==> src/rtl/bcd_addsub_serial.sv <==
// Digit-serial packed-BCD adder/subtractor: one decimal digit per clock, LS digit first,
// with a start/busy/done handshake and a flag for non-BCD operand digits.
module bcd_addsub_serial #(
  parameter int DIGITS = 4
) (
  input  logic                clk,
  input  logic                rst,
  input  logic                start,
  input  logic                op,
  input  logic [4*DIGITS-1:0] a,
  input  logic [4*DIGITS-1:0] b,
  input  logic                cin,
  output logic                busy,
  output logic                done,
  output logic [4*DIGITS-1:0] sum,
  output logic                cout,
  output logic                invalid
);
  localparam int W  = 4 * DIGITS;
  localparam int CW = (DIGITS > 1) ? $clog2(DIGITS) : 1;
  localparam logic [CW-1:0] LAST = CW'(DIGITS - 1);

  typedef enum logic {IDLE, RUN} state_t;

  state_t        state_reg;
  logic [W-1:0]  a_reg, b_reg, acc_reg;
  logic          op_reg, carry_reg, inv_reg;
  logic [CW-1:0] cnt_reg;

  logic [DIGITS-1:0] digit_bad;
  logic [3:0]        bd, digit_next;
  logic [4:0]        raw;
  logic              carry_next;
  logic [W-1:0]      acc_next;

  // Non-BCD detection is done once on the operands as they are captured.
  generate
    for (genvar gi = 0; gi < DIGITS; gi++) begin : g_bad
      assign digit_bad[gi] = (a[4*gi +: 4] > 4'd9) | (b[4*gi +: 4] > 4'd9);
    end
  endgenerate

  // Single-digit decimal slice; subtraction uses the nines complement of b.
  always_comb begin
    bd         = op_reg ? (4'd9 - b_reg[3:0]) : b_reg[3:0];
    raw        = {1'b0, a_reg[3:0]} + {1'b0, bd} + {4'd0, carry_reg};
    digit_next = raw[3:0];
    carry_next = 1'b0;
    if (raw > 5'd9) begin
      digit_next = raw[3:0] + 4'd6;
      carry_next = 1'b1;
    end
  end

  // Result digits enter at the top so digit 0 ends up in [3:0] after DIGITS shifts.
  generate
    if (DIGITS == 1) begin : g_acc1
      assign acc_next = digit_next;
    end else begin : g_accn
      assign acc_next = {digit_next, acc_reg[W-1:4]};
    end
  endgenerate

  always_ff @(posedge clk or posedge rst) begin
    if (rst) begin
      state_reg <= IDLE;
      a_reg     <= '0;
      b_reg     <= '0;
      acc_reg   <= '0;
      op_reg    <= 1'b0;
      carry_reg <= 1'b0;
      inv_reg   <= 1'b0;
      cnt_reg   <= '0;
      busy      <= 1'b0;
      done      <= 1'b0;
      sum       <= '0;
      cout      <= 1'b0;
      invalid   <= 1'b0;
    end else begin
      done <= 1'b0;
      case (state_reg)
        IDLE: begin
          if (start) begin
            a_reg     <= a;
            b_reg     <= b;
            op_reg    <= op;
            carry_reg <= op ? ~cin : cin;
            inv_reg   <= |digit_bad;
            cnt_reg   <= '0;
            busy      <= 1'b1;
            state_reg <= RUN;
          end
        end
        RUN: begin
          a_reg     <= a_reg >> 4;
          b_reg     <= b_reg >> 4;
          carry_reg <= carry_next;
          acc_reg   <= acc_next;
          cnt_reg   <= cnt_reg + 1'b1;
          if (cnt_reg == LAST) begin
            sum       <= acc_next;
            cout      <= carry_next;
            invalid   <= inv_reg;
            done      <= 1'b1;
            busy      <= 1'b0;
            state_reg <= IDLE;
          end
        end
        default: state_reg <= IDLE;
      endcase
    end
  end
endmodule

==> config.mk <==
export PLATFORM = sky130hd
export DESIGN_NAME = bcd_addsub_serial
export DESIGN_NICKNAME = d
export VERILOG_FILES = /design/src/rtl/bcd_addsub_serial.sv
export SDC_FILE = /design/constraint.sdc
export NUM_CORES = 1
export LEC_CHECK = 0
export CORE_MARGIN = 4
export CORE_UTILIZATION = 40
export DETAILED_ROUTE_END_ITERATION = 10
export GPL_TIMING_DRIVEN = 0
export PLACE_DENSITY = 0.66
export SETUP_SLACK_MARGIN = 0.05
export SYNTH_ARGS = -nofsm -noshare
export SYNTH_HDL_FRONTEND = slang
export SYNTH_SLANG_ARGS = --single-unit
==> constraint.sdc <==
create_clock -name clk -period 6.3 [get_ports clk]
set_input_delay 0.63 -clock clk [delete_from_list [all_inputs] [get_ports clk]]
set_output_delay 0.63 -clock clk [all_outputs]
set_load 0.02 [all_outputs]
==> run metrics, run 1 <==
status completed; Critical Path Stages 10; number of gates resized after CTS 0; Seq/Total Area, Yosys a little over half; Post-DP HPWL 5.219 mm; Via Count 2465; CP Cell Sequence xnor2_1 -> fa_1 -> inv_1 -> fa_1 -> xnor2_1 -> ha_1 -> nand2_1 -> or4b_4 -> a221o_1 -> a41oi_1; largest delay contributor family on the critical path adder cells; area of the multi-input gates 1373 µm²; Routed WL about 7.2 mm; DR iter-0 viols 109; Switching Fraction 40.79%; Worst Path Max Fanout 5; worst skew pair latency 0.35 ns; library cells used by synthesis 35; Mapped Cells 312; Tcrit/Tclk final 50.07%; vias per cell between 5 and 6; Finished Cell Area 4106 µm²; wire length per cell 14.90 µm; slew margin rel. 42.65%; CTS tree built; Yosys top cell area share 54.07%; Post-CTS Setup Bufs 0; Synth Warn # 0; initial antenna violation count 0; Critical Path Slowest Stage Cell or4b_4; Die ar. 9602 µm²; CP Data Required Time 6.56 ns; number of synthesized flops with an enable pin 0; IO Pins 57; die width 97.99 µm; die height 97.99 µm; maxcap violations 0; # setup viols final 0; Worst Clk Skew 0.01555 ns; fin crit period 3.155 ns; Fmax between 300 and 400 MHz; Final Hold Fails 0; drt drc 0; Hold Path Depth 2; Worst IR Drop VDD ~0.00015 V; clk root buf clkbuf_8; clk sink count 70; Max Slew Vio Count 0; worst slew pin tran 0.8603 ns; CTS Hold Bufs 0; Area Overhead vs Synth 26.77%; CTS buffer count 9; remaining antenna violation count 0; routability cong. around 0.86; largest area contributor in the netlist dfrtp_1; setup TNS 0 ns; Core ar. 7807 µm²; Net Count, Synth 357; CP Data Arrival Time 3.41 ns; final core occ a little over half; H-tree levels 3; first-pass GRT wire length 11.86 mm; vias in the first global route 2421; total inserted antenna cells 0; sequential power share around 36%; row count 32; FF/Latch Area 1752 µm²; Synth area leaders dfrtp_1 (54%), mux2i_1 (10%), nand2_1 (8.1%); critical setup path kind flip-flop to flip-flop; Final Net Count 423; top post-synthesis cells by count dfrtp_1 (70), nand2_1 (70), o21ai_0 (39); Synth Cell Area approximately 3200 µm²; clk slew on worst S/H paths 0.09 ns; worst path bufs/invs 1; Avg Cell Area, Syn 10.38 µm²; DRT Pass-1 Iters 4; Hold Crit Class flip-flop to flip-flop; #FFs+latches synth 70; Post-DP Area 3920 µm²; startpoint types flip-flop; largest net degree at the start of global routing 71; total track usage 15.38%; slowest stage delay, CP roughly 0.5 ns; Psw 0.8494 mW; leak pwr 1.872 nW; Most used DFF post-synth dfrtp_1; Initial Utilization 41.49%; Max Root-Sink Buffers 2; Post-synth ARST share 100.0%; crit end category flip-flop; Clk pwr share 16.6%; Port Buffers 55; Fill cells 747; global route overflow 0; Comb pwr share 47.9%; RSZ-0062 raised after global routing false; layout cell share with drive strength beyond 1 9.661%; internal power approximately 1.2 mW; cell count of the worst reg-to-reg path 10; Power Dens Cells 507.1 nW/µm²
-- cells by family after synthesis --
group / Yosys count / synth area share [%]
muxes: 43 / 13.67
xor gates and xnor gates: 4 / 1.081
AOI/OAI and AO/OA: 61 / 11.24
and+or+nand+nor: 100 / 12.82
buffers and inverters: 26 / 3.553
DFF: 70 / 54.07
adders and majority gates: 8 / 3.553
-- layout make-up --
| type | count | area share (%) |
|---|---|---|
| buffer | 15 | 1.798 |
| clock buffer | 9 | 3.016 |
| clock inverter | 7 | 1.523 |
| inverter | 11 | 1.066 |
| multi-input combinational | 216 | 33.42 |
| sequential | 70 | 42.66 |
| tap | 102 | 3.108 |
| timing repair buffer | 55 | 13.41 |
-- placed cells by master, fill, tap and decap left out, types with 2 or more instances in the layout --
| cell | synthesis | layout |
|---|---|---|
| a41oi_1 | 3 | 3 |
| xnor2_1 | 4 | 4 |
| clkbuf_8 | 0 | 9 |
| o21ai_0 | 39 | 39 |
| clkbuf_1 | 10 | 10 |
| mux2i_1 | 33 | 33 |
| a21oi_1 | 5 | 5 |
| nand4_1 | 4 | 4 |
| nand2_1 | 70 | 70 |
| a31oi_1 | 2 | 2 |
| dfrtp_1 | 70 | 70 |
| clkinvlp_4 | 0 | 3 |
| a21o_2 | 2 | 2 |
| inv_6 | 0 | 2 |
| clkdlybuf4s50_1 | 0 | 55 |
| buf_2 | 2 | 2 |
| mux2_2 | 10 | 10 |
| o211ai_1 | 2 | 2 |
| inv_1 | 10 | 9 |
| ha_1 | 6 | 6 |
| inv_8 | 0 | 2 |
| fa_1 | 2 | 2 |
| buf_4 | 2 | 2 |
| nor2_1 | 20 | 20 |
-- power groups by stage --
stage	registers, mW	logic (mW)	clock network [mW]
6_report	0.738	0.998	0.346
5_1_grt	0.761	1.11	0.373
4_1_cts	0.741	1.01	0.355
3_5_place_dp	0.750	1.01	0
3_3_place_gp	0.742	0.989	0
2_1_floorplan	0.793	0.627	0
-- through the flow --
step / hold slack [ns] / power, mW / setup WS (ns) / std cells
after floorplan: 0.4348 / 1.420 / 3.472 / 312
after global placement: 0.4501 / 1.731 / 2.713 / 469
after detailed placement: 0.4471 / 1.756 / 3.188 / 469
after CTS: 0.4708 / 2.104 / 3.155 / 485
after global routing: 0.4891 / 2.246 / 3.014 / 485
final: 0.4673 / 2.083 / 3.145 / 485
-- tightest hold or removal path: stages (launching register included) --
cell	delay [ns]
dfrtp_1	0.35
nand2_1	0.05
nand2_1	0.04
-- layer usage --
| metal | GRT usage (%) | share of wire [%] |
|---|---|---|
| met2 | 24.03 | 47 |
| met4 | 6.070 | 1.8 |
| met5 | 0 | 0 |
| met1 | 21.01 | 46 |
| met3 | 3.214 | 5.1 |
-- final timing paths --
check	from	end	slack [ns]
max in group asynchronous	rst	invalid$_DFFE_PP0P_	4.93
max reg2reg	op_reg$_DFFE_PP0P_	sum[14]$_DFFE_PP0P_	3.15
min in group asynchronous	rst	b_reg[12]$_DFFE_PP0P_	0.79
max	op_reg$_DFFE_PP0P_	sum[14]$_DFFE_PP0P_	3.15
min	acc_reg[7]$_DFFE_PP0P_	sum[3]$_DFFE_PP0P_	0.47
min reg2reg	acc_reg[7]$_DFFE_PP0P_	sum[3]$_DFFE_PP0P_	0.47
No activity file was read; power rests on OpenSTA's default activity.
==> run 2, diff against run 1 <==
--- a/config.mk
+++ b/config.mk
@@ -9,7 +9,7 @@
 export CORE_UTILIZATION = 40
 export DETAILED_ROUTE_END_ITERATION = 10
 export GPL_TIMING_DRIVEN = 0
-export PLACE_DENSITY = 0.66
+export PLACE_DENSITY = 0.69
 export SETUP_SLACK_MARGIN = 0.05
 export SYNTH_ARGS = -nofsm -noshare
 export SYNTH_HDL_FRONTEND = slang
==> constraint.sdc (replaced) <==
create_clock -name clk -period 2.6 [get_ports clk]
set_input_delay 0.26 -clock clk [delete_from_list [all_inputs] [get_ports clk]]
set_output_delay 0.26 -clock clk [all_outputs]
set_load 0.02 [all_outputs]
==> run metrics, run 2 (same netlist as run 1, synthesis figures left out) <==
status finished with violations (was completed); failing checks setup timing; Die ar. 9602 µm² (unchanged); worst skew pair latency 0.35 ns (about the same); vias per cell 5.133 (was 5.082); # setup viols final 4 (was 0); die width 97.99 µm (unchanged); RR Endpoint acc_reg[14]$_DFFE_PP0P_ (was sum[14]$_DFFE_PP0P_); final core occ 55.02% (was 52.60%); wire length per cell 15.45 µm (was 14.90 µm); total track usage 16.57% (was 15.38%); fin crit period 2.791 ns (was 3.155 ns); Core ar. 7807 µm² (unchanged); IO Pins 57 (unchanged); Max Root-Sink Buffers 2 (unchanged); worst path bufs/invs 2 (was 1); Worst IR Drop VDD 0.0004734 V (was 0.0001491 V); gr busiest metal met2 (unchanged); DRT Pass-1 Iters 4 (unchanged); remaining antenna violation count 0 (unchanged); CP Data Required Time 2.87 ns (was 6.56 ns); row count 32 (unchanged); commonest cells after routing, fill and taps aside nand2_1 (69), dfrtp_1 (68), clkdlybuf4s50_1 (55) (was nand2_1 (70), dfrtp_1 (70), clkdlybuf4s50_1 (55)); CP Data Arrival Time 3.06 ns (was 3.41 ns); first-pass GRT wire length 12.66 mm (was 11.86 mm); clk root buf clkbuf_8 (unchanged); die height 97.99 µm (unchanged); Fmax 358.2 MHz (was 317.0 MHz); CP Cell Sequence xnor2_2 -> fa_2 -> inv_2 -> fa_2 -> inv_2 -> ha_4 -> nand2_4 -> or4b_4 -> a221o_1 -> a41oi_2 (was xnor2_1 -> fa_1 -> inv_1 -> fa_1 -> xnor2_1 -> ha_1 -> nand2_1 -> or4b_4 -> a221o_1 -> a41oi_1); clk sink count 70 (unchanged); pre-CTS setup slack -0.3663 ns (was 3.188 ns); H-tree levels 3 (unchanged); slowest stage delay, CP 0.56 ns (was 0.50 ns); R2R setup slack -0.19 ns (was 3.15 ns); Port Buffers 55 (unchanged); initial antenna violation count 0 (unchanged); Worst Path Max Fanout 2 (was 5); RR Startpoint op_reg$_DFFE_PP0P_ (unchanged); Final Hold Fails 0 (unchanged); DR iter-0 viols 78 (was 109); Final Net Count 435 (was 423); Via Count 2551 (was 2465); startpoint types flip-flop (unchanged); GR Layer Usage met1 21.82% (was 21.01%); Tcrit/Tclk final 107.4% (was 50.07%); clk slew on worst S/H paths 0.08 ns (was 0.09 ns); CTS buffer count 9 (unchanged); RSZ-0062 raised after global routing true (was false); vias in the first global route 2565 (was 2421); Worst Clk Skew 0.01283 ns (was 0.01555 ns); CTS tree built (unchanged); Routed WL 7.679 mm (was 7.225 mm); routability cong. 0.8176 (was 0.8625); largest net degree at the start of global routing 71 (unchanged); largest delay contributor family on the critical path adder cells (unchanged); launch point of the worst path op_reg$_DFFE_PP0P_ (unchanged); slew margin rel. 42.35% (was 42.65%); maxcap violations 0 (unchanged); drt drc 0 (unchanged); leak pwr 1.956 nW (was 1.872 nW); Fill cells 697 (was 747); cell count of the worst reg-to-reg path 10 (unchanged); Initial Utilization 41.49% (unchanged); layout cell share with drive strength beyond 1 15.95% (was 9.661%); worst setup margin -0.1914 ns (was 3.145 ns); Post-DP HPWL 5.307 mm (was 5.219 mm); most common cell after layout, fill and taps aside nand2_1; Hold Crit Class primary input to asynchronous set/reset pin (was flip-flop to flip-flop); Power Dens Cells 1364 nW/µm² (was 507.1 nW/µm²); Max Slew Vio Count 0 (unchanged); total inserted antenna cells 0 (unchanged); worst slew pin tran 0.8647 ns (was 0.8603 ns); met3 usage 5.071% (was 3.214%); global route overflow 0 (unchanged); Area Overhead vs Synth 32.60% (was 26.77%); Critical Path Slowest Stage Cell fa_2 (was or4b_4); crit end category flip-flop (unchanged); critical setup path kind flip-flop to flip-flop (unchanged); GRT met2 Usage 26.81% (was 24.03%)
run 2: per-layer routing:
metal / vias up / wire, µm
met1: 1240 / 3454
met2: 71 / 3703
li1: 1230 / -
met5: - / 0
met4: 0 / 82
met3: 10 / 438
run 2: worst max path at each step:
stage | end | slack, ns | cells past startpoint
2_1_floorplan | sum[14]$_DFFE_PP0P_ | -0.13 | 10
3_3_place_gp | cout$_DFFE_PP0P_ | -0.62 | 2
3_5_place_dp | acc_reg[14]$_DFFE_PP0P_ | -0.37 | 10
4_1_cts | acc_reg[14]$_DFFE_PP0P_ | -0.20 | 10
5_1_grt | acc_reg[14]$_DFFE_PP0P_ | -0.22 | 10
6_report | acc_reg[14]$_DFFE_PP0P_ | -0.19 | 10
run 2: what timing repair did:
item,CTS,global route
setup endpoints to repair,8,8
buffers inserted,9,4
hold buffers,0,0
resized for setup,9,1
pin swaps,7,7
run 2: final cells by class:
cell class	instances	area, µm²	area share (%)
Clock buffer	10	137.6	3.204
Buffer	15	73.82	1.719
Inverter	11	43.79	1.020
Sequential cell	70	1754	40.84
Timing Repair Buffer	67	644.4	15.00
Clock inverter	6	61.31	1.427
Multi-Input combinational cell	216	1453	33.82
Tap cell	102	127.6	2.971
run 2: through the flow:
stage	cell area (µm²)	power, mW	hold slack (ns)	setup TNS [ns]	cells
CTS	4269	5.701	0.4481	-0.4787	494
floorplan	3274	3.572	0.4117	-0.2338	312
detailed placement	3955	4.395	0.4600	-1.397	469
finish	4295	5.859	0.4241	-0.5504	497
global route	4295	6.223	0.4958	-0.7792	497
global placement	3953	4.300	0.4494	-44.00	469
run 2: worst reg2reg max path: cells and delay by family (launching register included):
kind / cells / cell delay, ns
buffers and inverters: 2 / 0.10
flip-flops: 1 / 0.43
adder cells (fa/ha/maj): 3 / 0.95
AO/OA/AOI/OAI: 2 / 0.51
XOR/XNOR: 1 / 0.19
AND/OR/NAND/NOR: 2 / 0.53
run 2: where the power goes:
part	total (mW)	leakage [nW]	internal (mW)	switching (mW)
Clock	0.883	0.102	0.465	0.417
Combinational	3.17	0.969	1.55	1.62
Sequential	1.80	0.885	1.53	0.271
Total	5.86	1.96	3.55	2.31
==> run 3, diff against run 2 <==
--- a/config.mk
+++ b/config.mk
@@ -10,7 +10,7 @@
 export DETAILED_ROUTE_END_ITERATION = 10
 export GPL_TIMING_DRIVEN = 0
 export PLACE_DENSITY = 0.69
-export SETUP_SLACK_MARGIN = 0.05
+export SETUP_SLACK_MARGIN = 0.4
 export SYNTH_ARGS = -nofsm -noshare
 export SYNTH_HDL_FRONTEND = slang
 export SYNTH_SLANG_ARGS = --single-unit
==> run metrics, run 3 (same netlist as run 1, synthesis figures left out) <==
CTS buffer count 9 (unchanged); Final Hold Fails 0 (unchanged); total inserted antenna cells 0 (unchanged); Via Count 2518 (was 2551); cell count of the worst reg-to-reg path 10 (unchanged); CP Data Arrival Time 3.07 ns (was 3.06 ns); Worst Clk Skew 0.009328 ns (was 0.01283 ns); Max Slew Vio Count 0 (unchanged); worst setup margin -0.2084 ns (was -0.1914 ns); Post-DP HPWL 5.313 mm (was 5.307 mm); Clk pwr share 18.0% (was 15.1%); CTS Hold Bufs 0 (unchanged); remaining antenna violation count 0 (unchanged); Worst Path Max Fanout 2 (unchanged); drt drc 0 (unchanged); Power Dens Cells 1426 nW/µm² (was 1364 nW/µm²); slew margin rel. 42.56% (was 42.35%); H-tree levels 3 (unchanged); total track usage 16.33% (was 16.57%); Comb pwr share 53.4% (was 54.1%); Psw 2.359 mW (was 2.309 mW); critical setup path kind flip-flop to flip-flop (unchanged); Core ar. 7807 µm² (unchanged); startpoint types flip-flop (unchanged); routability cong. 0.8258 (was 0.8176); vias in the first global route 2619 (was 2565); leak pwr 2.002 nW (was 1.956 nW); fin crit period 2.808 ns (was 2.791 ns); Routed WL 7.571 mm (was 7.679 mm); maxcap violations 0 (unchanged); crit end category flip-flop (unchanged); worst slew pin tran 0.8616 ns (was 0.8647 ns); Initial Utilization 41.49% (unchanged); die height 97.99 µm (unchanged); wire length per cell 15.17 µm (was 15.45 µm); RSZ-0062 raised after global routing true (unchanged); CP Data Required Time 2.86 ns (was 2.87 ns); clk sink count 70 (unchanged); clk root buf clkbuf_8 (unchanged); Fmax 356.1 MHz (was 358.2 MHz); Final Net Count 437 (was 435); vias per cell 5.046 (was 5.133); clk slew on worst S/H paths 0.07 ns (was 0.08 ns); IO Pins 57 (unchanged); worst skew pair latency 0.34 ns (was 0.35 ns); global route overflow 0 (unchanged); Fill cells 685 (was 697); RR Endpoint sum[14]$_DFFE_PP0P_ (was acc_reg[14]$_DFFE_PP0P_); Worst IR Drop VDD 0.0005174 V (was 0.0004734 V); initial antenna violation count 0 (unchanged); commonest cells after routing, fill and taps aside nand2_1 (68), dfrtp_1 (68), clkdlybuf4s50_1 (55) (was nand2_1 (69), dfrtp_1 (68), clkdlybuf4s50_1 (55)); failing checks setup timing (unchanged); RR Startpoint b_reg[0]$_DFFE_PP0P_ (was op_reg$_DFFE_PP0P_); Placed Cells incl. Taps 469 (unchanged); largest net degree at the start of global routing 71 (unchanged); # setup viols final 4 (unchanged); Die ar. 9602 µm² (unchanged); Hold Crit Class primary input to asynchronous set/reset pin (unchanged); final core occ 56.84% (was 55.02%); Finished Cell Area 4438 µm² (was 4295 µm²); overall power 6.328 mW (was 5.859 mW); Max Root-Sink Buffers 2 (unchanged); sequential power share 28.5% (was 30.8%); CTS tree built (unchanged); Post-DP Area 3959 µm² (was 3955 µm²); Switching Fraction 37.28% (was 39.41%); status finished with violations (unchanged); pre-CTS setup slack -0.3321 ns (was -0.3663 ns); DR iter-0 viols 105 (was 78); layout cell share with drive strength beyond 1 17.63% (was 15.95%); Tcrit/Tclk final 108.0% (was 107.4%); first-pass GRT wire length 12.45 mm (was 12.66 mm); Finished Layout Cells 499 (was 497); die width 97.99 µm (unchanged); Port Buffers 55 (unchanged); row count 32 (unchanged); Area Overhead vs Synth 37.00% (was 32.60%); internal power 3.969 mW (was 3.550 mW); R2R setup slack -0.21 ns (was -0.19 ns); DRT Pass-1 Iters 5 (was 4)
## run 3: changes by cell type in the layout (fill, tap and decap cells not counted), sizes merged
cell / delta
buf: +2
bufinv: +3
clkinv: -2
clkinvlp: -1
## run 3: cell type report
class / count / area [µm²] / area share (%)
plain buffers: 15 / 73.82 / 1.663
clock buffers: 10 / 127.6 / 2.876
clock inverters: 6 / 133.9 / 3.017
inverters: 11 / 43.79 / 0.9867
multi-input cells: 216 / 1510 / 34.03
flip-flops and latches: 70 / 1754 / 39.53
well taps: 102 / 127.6 / 2.876
repair buffers: 69 / 666.9 / 15.03
## run 3: layer usage
layer,up-vias,track usage [%],routed length [µm]
met1,1202,20.06,3372
met2,72,27.28,3673
met5,-,0,0
met4,0,6.603,120
met3,11,4.429,404
li1,1233,-,-
## run 3: power by group through the flow
stage          Sequential [mW]  Clock [mW]  Combinational [mW]
2_1_floorplan             1.93           0                1.66
3_3_place_gp              1.81           0                2.51
3_5_place_dp              1.83           0                2.59
4_1_cts                   1.81        1.16                3.08
5_1_grt                   1.86        1.20                3.66
6_report                  1.81        1.14                3.38
## run 3: worst max-delay path by stage
stage	slack [ns]	cells past startpoint	startpoint	end
6_report	-0.21	10	b_reg[0]$_DFFE_PP0P_	sum[14]$_DFFE_PP0P_
5_1_grt	-0.29	10	b_reg[0]$_DFFE_PP0P_	sum[14]$_DFFE_PP0P_
4_1_cts	-0.19	10	op_reg$_DFFE_PP0P_	sum[14]$_DFFE_PP0P_
3_5_place_dp	-0.33	10	b_reg[0]$_DFFE_PP0P_	sum[14]$_DFFE_PP0P_
3_3_place_gp	-0.61	2	rst	sum[12]$_DFFE_PP0P_
2_1_floorplan	-0.13	10	op_reg$_DFFE_PP0P_	sum[14]$_DFFE_PP0P_
## run 3: critical path: stages (launching register included)
cell	delay, ns
dfrtp_1	0.43
xnor2_2	0.22
fa_2	0.25
inv_2	0.04
fa_2	0.55
inv_2	0.06
ha_4	0.16
nand2_4	0.05
or4b_4	0.47
a221o_1	0.35
a41oi_2	0.14
## run 3: repair_timing
| action | in CTS | in global routing |
|---|---|---|
| buffers inserted | 11 | 3 |
| pin swaps | 10 | 8 |
| hold endpoints to repair | 0 | 0 |
| resized for setup | 15 | 10 |
| endpoints found under the setup margin | 8 | 8 |
## run 3: metrics by stage
| step | hold slack (ns) | TNS, ns |
|---|---|---|
| 5_1_grt | 0.4527 | -0.9873 |
| 3_3_place_gp | 0.4506 | -42.89 |
| 4_1_cts | 0.4496 | -0.5142 |
| 2_1_floorplan | 0.4117 | -0.2331 |
| 3_5_place_dp | 0.4567 | -0.9160 |
| 6_report | 0.4275 | -0.6636 |
